File: config.mk
export PLATFORM = sky130hd
export DESIGN_NAME = bin_to_bcd3_flat
export DESIGN_NICKNAME = d
export VERILOG_FILES = /design/src/rtl/bin_to_bcd3_if.sv /design/src/rtl/bin_to_bcd3.sv /design/src/flat_wrapper.sv
export SDC_FILE = /design/constraint.sdc
export NUM_CORES = 1
export LEC_CHECK = 0
export CAP_MARGIN = 15
export CORE_ASPECT_RATIO = 1.4
export CORE_MARGIN = 5
export CORE_UTILIZATION = 40
export CTS_BUF_LIST = sky130_fd_sc_hd__clkbuf_16
export CTS_CLUSTER_DIAMETER = 200
export CTS_CLUSTER_SIZE = 28
export DETAILED_ROUTE_END_ITERATION = 12
export PLACE_DENSITY = 0.7
export SETUP_SLACK_MARGIN = 0.2
export SLEW_MARGIN = 10
export SYNTH_ARGS = -nofsm -noshare
export SYNTH_HDL_FRONTEND = slang
export SYNTH_SLANG_ARGS = --single-unit
File: constraint.sdc
create_clock -name clk -period 1.6 [get_ports clk]
set_clock_uncertainty 0.15 [all_clocks]
set_input_delay 0.4 -clock clk [delete_from_list [all_inputs] [get_ports clk]]
set_output_delay 0.4 -clock clk [all_outputs]
set_load 0.02 [all_outputs]
File: src/rtl/bin_to_bcd3_if.sv
// Handshake bundle between a conversion controller and bin_to_bcd3.
// The controller side (master) drives the request; the converter (slave) returns status and result.
interface bin_to_bcd3_if;
  logic        start;
  logic [9:0]  bin;
  logic        busy;
  logic        done;
  logic [11:0] bcd;
  logic        ovf;

  modport master (
    output start, bin,
    input  busy, done, bcd, ovf
  );

  modport slave (
    input  start, bin,
    output busy, done, bcd, ovf
  );
endinterface

File: src/rtl/bin_to_bcd3.sv
// Sequential 10-bit binary to 3-digit packed BCD converter (shift-and-add-3, one bit per clock).
// Results saturate to 999 with ovf set when the captured input exceeds 999.
module bin_to_bcd3 (
  input  logic         clk,
  input  logic         rst,
  bin_to_bcd3_if.slave bus
);

  typedef enum logic {
    IDLE = 1'b0,
    CONV = 1'b1
  } state_t;

  state_t      state_reg, state_next;
  logic [21:0] shift_reg, shift_next;
  logic [3:0]  cnt_reg, cnt_next;
  logic        ovf_cap_reg, ovf_cap_next;
  logic [11:0] bcd_reg, bcd_next;
  logic        ovf_reg, ovf_next;
  logic        done_reg, done_next;

  logic [11:0] adj;
  logic [21:0] shifted;

  // Digits are corrected independently; no carry ever crosses a digit boundary.
  genvar gi;
  generate
    for (gi = 0; gi < 3; gi++) begin : g_digit
      logic [3:0] digit;
      assign digit = shift_reg[10 + 4*gi +: 4];
      assign adj[4*gi +: 4] = (digit >= 4'd5) ? digit + 4'd3 : digit;
    end
  endgenerate

  assign shifted = {adj, shift_reg[9:0]} << 1;

  always_ff @(posedge clk) begin
    if (rst) begin
      state_reg   <= IDLE;
      shift_reg   <= '0;
      cnt_reg     <= '0;
      ovf_cap_reg <= 1'b0;
      bcd_reg     <= '0;
      ovf_reg     <= 1'b0;
      done_reg    <= 1'b0;
    end else begin
      state_reg   <= state_next;
      shift_reg   <= shift_next;
      cnt_reg     <= cnt_next;
      ovf_cap_reg <= ovf_cap_next;
      bcd_reg     <= bcd_next;
      ovf_reg     <= ovf_next;
      done_reg    <= done_next;
    end
  end

  always_comb begin
    state_next   = state_reg;
    shift_next   = shift_reg;
    cnt_next     = cnt_reg;
    ovf_cap_next = ovf_cap_reg;
    bcd_next     = bcd_reg;
    ovf_next     = ovf_reg;
    done_next    = 1'b0;
    case (state_reg)
      IDLE: begin
        if (bus.start) begin
          shift_next   = {12'h000, bus.bin};
          ovf_cap_next = (bus.bin > 10'd999);
          cnt_next     = 4'd0;
          state_next   = CONV;
        end
      end
      CONV: begin
        shift_next = shifted;
        cnt_next   = cnt_reg + 4'd1;
        if (cnt_reg == 4'd9) begin
          // Above 999 the hundreds digit is meaningless, so report the saturated value.
          bcd_next   = ovf_cap_reg ? 12'h999 : shifted[21:10];
          ovf_next   = ovf_cap_reg;
          done_next  = 1'b1;
          state_next = IDLE;
        end
      end
      default: state_next = IDLE;
    endcase
  end

  assign bus.busy = (state_reg == CONV);
  assign bus.done = done_reg;
  assign bus.bcd  = bcd_reg;
  assign bus.ovf  = ovf_reg;

endmodule
File: src/flat_wrapper.sv
// flat-port wrapper written by rule: the top's interface ports become plain ports
module bin_to_bcd3_flat 
  (clk, rst, bus_start, bus_bin, bus_busy, bus_done, bus_bcd, bus_ovf);
  bin_to_bcd3_if bus_i ();
  input  logic clk;
  input  logic rst;
  input wire logic [$bits(bus_i.start)-1:0] bus_start;
  input wire logic [$bits(bus_i.bin)-1:0] bus_bin;
  output wire logic [$bits(bus_i.busy)-1:0] bus_busy;
  output wire logic [$bits(bus_i.done)-1:0] bus_done;
  output wire logic [$bits(bus_i.bcd)-1:0] bus_bcd;
  output wire logic [$bits(bus_i.ovf)-1:0] bus_ovf;
  assign bus_i.start = bus_start;
  assign bus_i.bin = bus_bin;
  assign bus_busy = bus_i.busy;
  assign bus_done = bus_i.done;
  assign bus_bcd = bus_i.bcd;
  assign bus_ovf = bus_i.ovf;
  bin_to_bcd3 u_core (.clk(clk), .rst(rst), .bus(bus_i));
endmodule
==> qor.txt <==
Peak Freq -> 645 MHz
Worst EP required -> 1.67 ns
dominant cells by area after synthesis -> dfxtp_1, nor2_1, mux2i_1
row cnt -> 30
Vias/cell -> 5.28
HPWL after DPL -> 3.30 mm
width of the die -> 69.4 um
net switching power -> 0.544 mW
Clock Pin Slew Worst Setup and Hold Paths -> 0.06 ns
first-pass GRT wire length -> 8.36 mm
grt ovf -> 0
Hold Fails Final Rpt -> 0
post-synth top area share -> 0.426
maximum VDD drop -> 0.000746 V
Final nets -> 296
Antenna Diode Count -> 0
LEAKAGE -> 1.22 nW
GPL Wtd Cong -> 0.756
status -> finished, final reports clean
crit start category -> flip-flop
Post-route DRC -> 0
Post-Syn Instances -> 224
Tot GR Track Use -> 0.160
DRT iter0 DRCs -> 46
CP max FO -> 4
CTS tree -> done
Post-Syn Nets -> 245
Int Pwr -> 1.93 mW
post-layout util -> 0.621
level count of the clock H-tree -> 2
die area -> 6460 um^2
sequential area share after synthesis -> 0.426
crit-path leading delay family -> flip-flops
routed vias -> 1,794
root buffer selected by CTS -> clkbuf_16
mean area per synthesized cell -> 8.82 um^2
Mapped Area -> 1980 um^2
die height -> 93.2 um
worst slack, placed -> -0.189 ns
Max Cap Violations -> 0
WL final -> 5.30 mm
number of synthesized flops with an enable pin -> 0
vias in the first global route -> 1,835
Hold Crit Class -> flip-flop to flip-flop
relative slew slack -> 0.738
fin crit share -> 0.969
Critical Path, Cell by Cell -> inv_4 -> ha_4 -> nand2b_4 -> a21oi_4 -> mux2_4 -> o21ai_1
Initial Util -> 0.411
asr flop ratio synth -> 0
most instantiated cells after synthesis -> dfxtp_1, nor2_1, a21oi_1
Top FF cell, synth -> dfxtp_1
layout cell share with drive strength beyond 1 -> 0.435
Logic pwr share -> 0.100
Synth area leader -> dfxtp_1
count leader, synth -> dfxtp_1
CTS Buffer Depth -> 2
total core area -> 4800 um^2
CP Class -> flip-flop to flip-flop
fillers -> 428
Num CTS Buffers -> 5
Sw Share -> 0.220
area grow syn2layout -> 51.0%
CP max-delay cell -> dfxtp_2
Initial DRT Pass Iterations -> 4
clock power share -> 0.462
register bit total from synthesis -> 42
PD cells -> 829 nW/um^2
Clock Sinks -> 42
sequential power share -> 0.438
setup ws final -> 0.0490 ns
initial antenna violation count -> 0
Post-CTS Hold Buffers -> 0
minimum clock period after layout -> 1.55 ns
final setup vio count -> 0
Largest register FFs -> 22
CP bufs+invs -> 1
clk_lat worst skew -> 0.28 ns
Crit path largest cell delay -> 0.35 ns
RSZ-0062 raised after global routing -> true
routed length per placed instance -> 15.6 um
Critical Path Sink Type -> flip-flop
critical path arrival -> 1.62 ns
largest net degree at the start of global routing -> 20
max-slew violation count -> 0
Ports -> 28
Detail Route Antenna Nets -> 0
Synthesis Warnings -> 0
worst-margin pin slew -> 0.392 ns
total power -> 2.47 mW
port buffer count -> 27
post-synth cell types -> 34
-- final timing paths --
kind	start	endpoint	slack (ns)	cells after the start
worst max register to register	u_core.shift_reg[19]	u_core.bus.bcd[10]	0.05	6
worst min-delay path	u_core.bus.bcd[9]	u_core.bus.bcd[9]	0.31	2
worst min register to register	u_core.bus.bcd[9]	u_core.bus.bcd[9]	0.31	2
worst max-delay path	u_core.shift_reg[19]	u_core.bus.bcd[10]	0.05	6
-- metrics by stage --
step | hold WS, ns | instance area [um^2] | setup TNS, ns | std cells
2_1_floorplan | 0.304 | 2110 | 0 | 224
3_3_place_gp | 0.291 | 2520 | -4.26 | 317
3_5_place_dp | 0.307 | 2520 | -4.54 | 317
4_1_cts | 0.315 | 2820 | 0 | 334
5_1_grt | 0.352 | 2980 | -0.0258 | 340
6_report | 0.314 | 2980 | 0 | 340
-- worst reg2reg max path, delay by kind of cell, from the launching register on --
family | cells | cell delay, ns
flip-flops | 1 | 0.35
AND/OR/NAND/NOR | 1 | 0.14
multiplexers | 1 | 0.33
AO/OA/AOI/OAI | 2 | 0.32
buffers and inverters | 1 | 0.05
adder cells (fa/ha/maj) | 1 | 0.14
-- what timing repair did --
action / CTS / global route
resized for setup: 82 / 40
buffers inserted: 7 / 6
gates cloned: 2 / 0
pin swaps: 5 / 18
setup endpoints to repair: 51 / 32
-- logic make-up (layout without fill, tap and decap cells) --
logic type	after synthesis	count (layout)	synth area share
fa+ha+maj	8	8	0.0507
mux	15	15	0.0779
compound gates	49	49	0.137
flops	42	42	0.426
xor+xnor	2	2	0.00887
buf+inv	21	73	0.0545
simple gates	87	87	0.245
-- cells in the final DEF (no fill, tap or decap), types with 5 or more instances in the layout --
cell type	count
nand2b_1	5
nor3_1	5
buf_2	14
nor2_1	33
buf_4	22
nand2b_4	5
o21ai_2	8
mux2i_1	12
dfxtp_1	32
clkbuf_16	5
ha_4	6
nand3b_1	13
nand2_1	5
clkdlybuf4s50_1	10
dfxtp_2	8
a21oi_1	14
o21ai_0	6
-- power groups by stage --
stage | Combinational, mW | Clock, mW | Sequential [mW]
floorplan | 0.120 | 0 | 1.10
global placement | 0.196 | 0 | 1.10
detailed placement | 0.198 | 0 | 1.10
CTS | 0.233 | 1.14 | 1.08
global route | 0.269 | 1.21 | 1.08
finish | 0.248 | 1.14 | 1.08
-- layout make-up --
cell class / count / area (um^2) / area share
multi-input combinational: 161 / 1340 / 0.447
sequential: 42 / 858 / 0.288
timing repair buffer: 57 / 504 / 0.169
clock buffer: 5 / 125 / 0.0419
tap: 64 / 80.1 / 0.0268
clock inverter: 3 / 41.3 / 0.0138
inverter: 8 / 40.0 / 0.0134
-- metal layers --
| layer | global-route usage | vias to the layer above | share of wire |
|---|---|---|---|
| li1 | - | 888 | - |
| met1 | 0.166 | 865 | 0.38 |
| met2 | 0.311 | 31 | 0.57 |
| met3 | 0.0344 | 10 | 0.034 |
| met4 | 0.0586 | 0 | 0.020 |
| met5 | 0 | - | 0 |
Note: power is estimated with default switching activity, not from simulation.
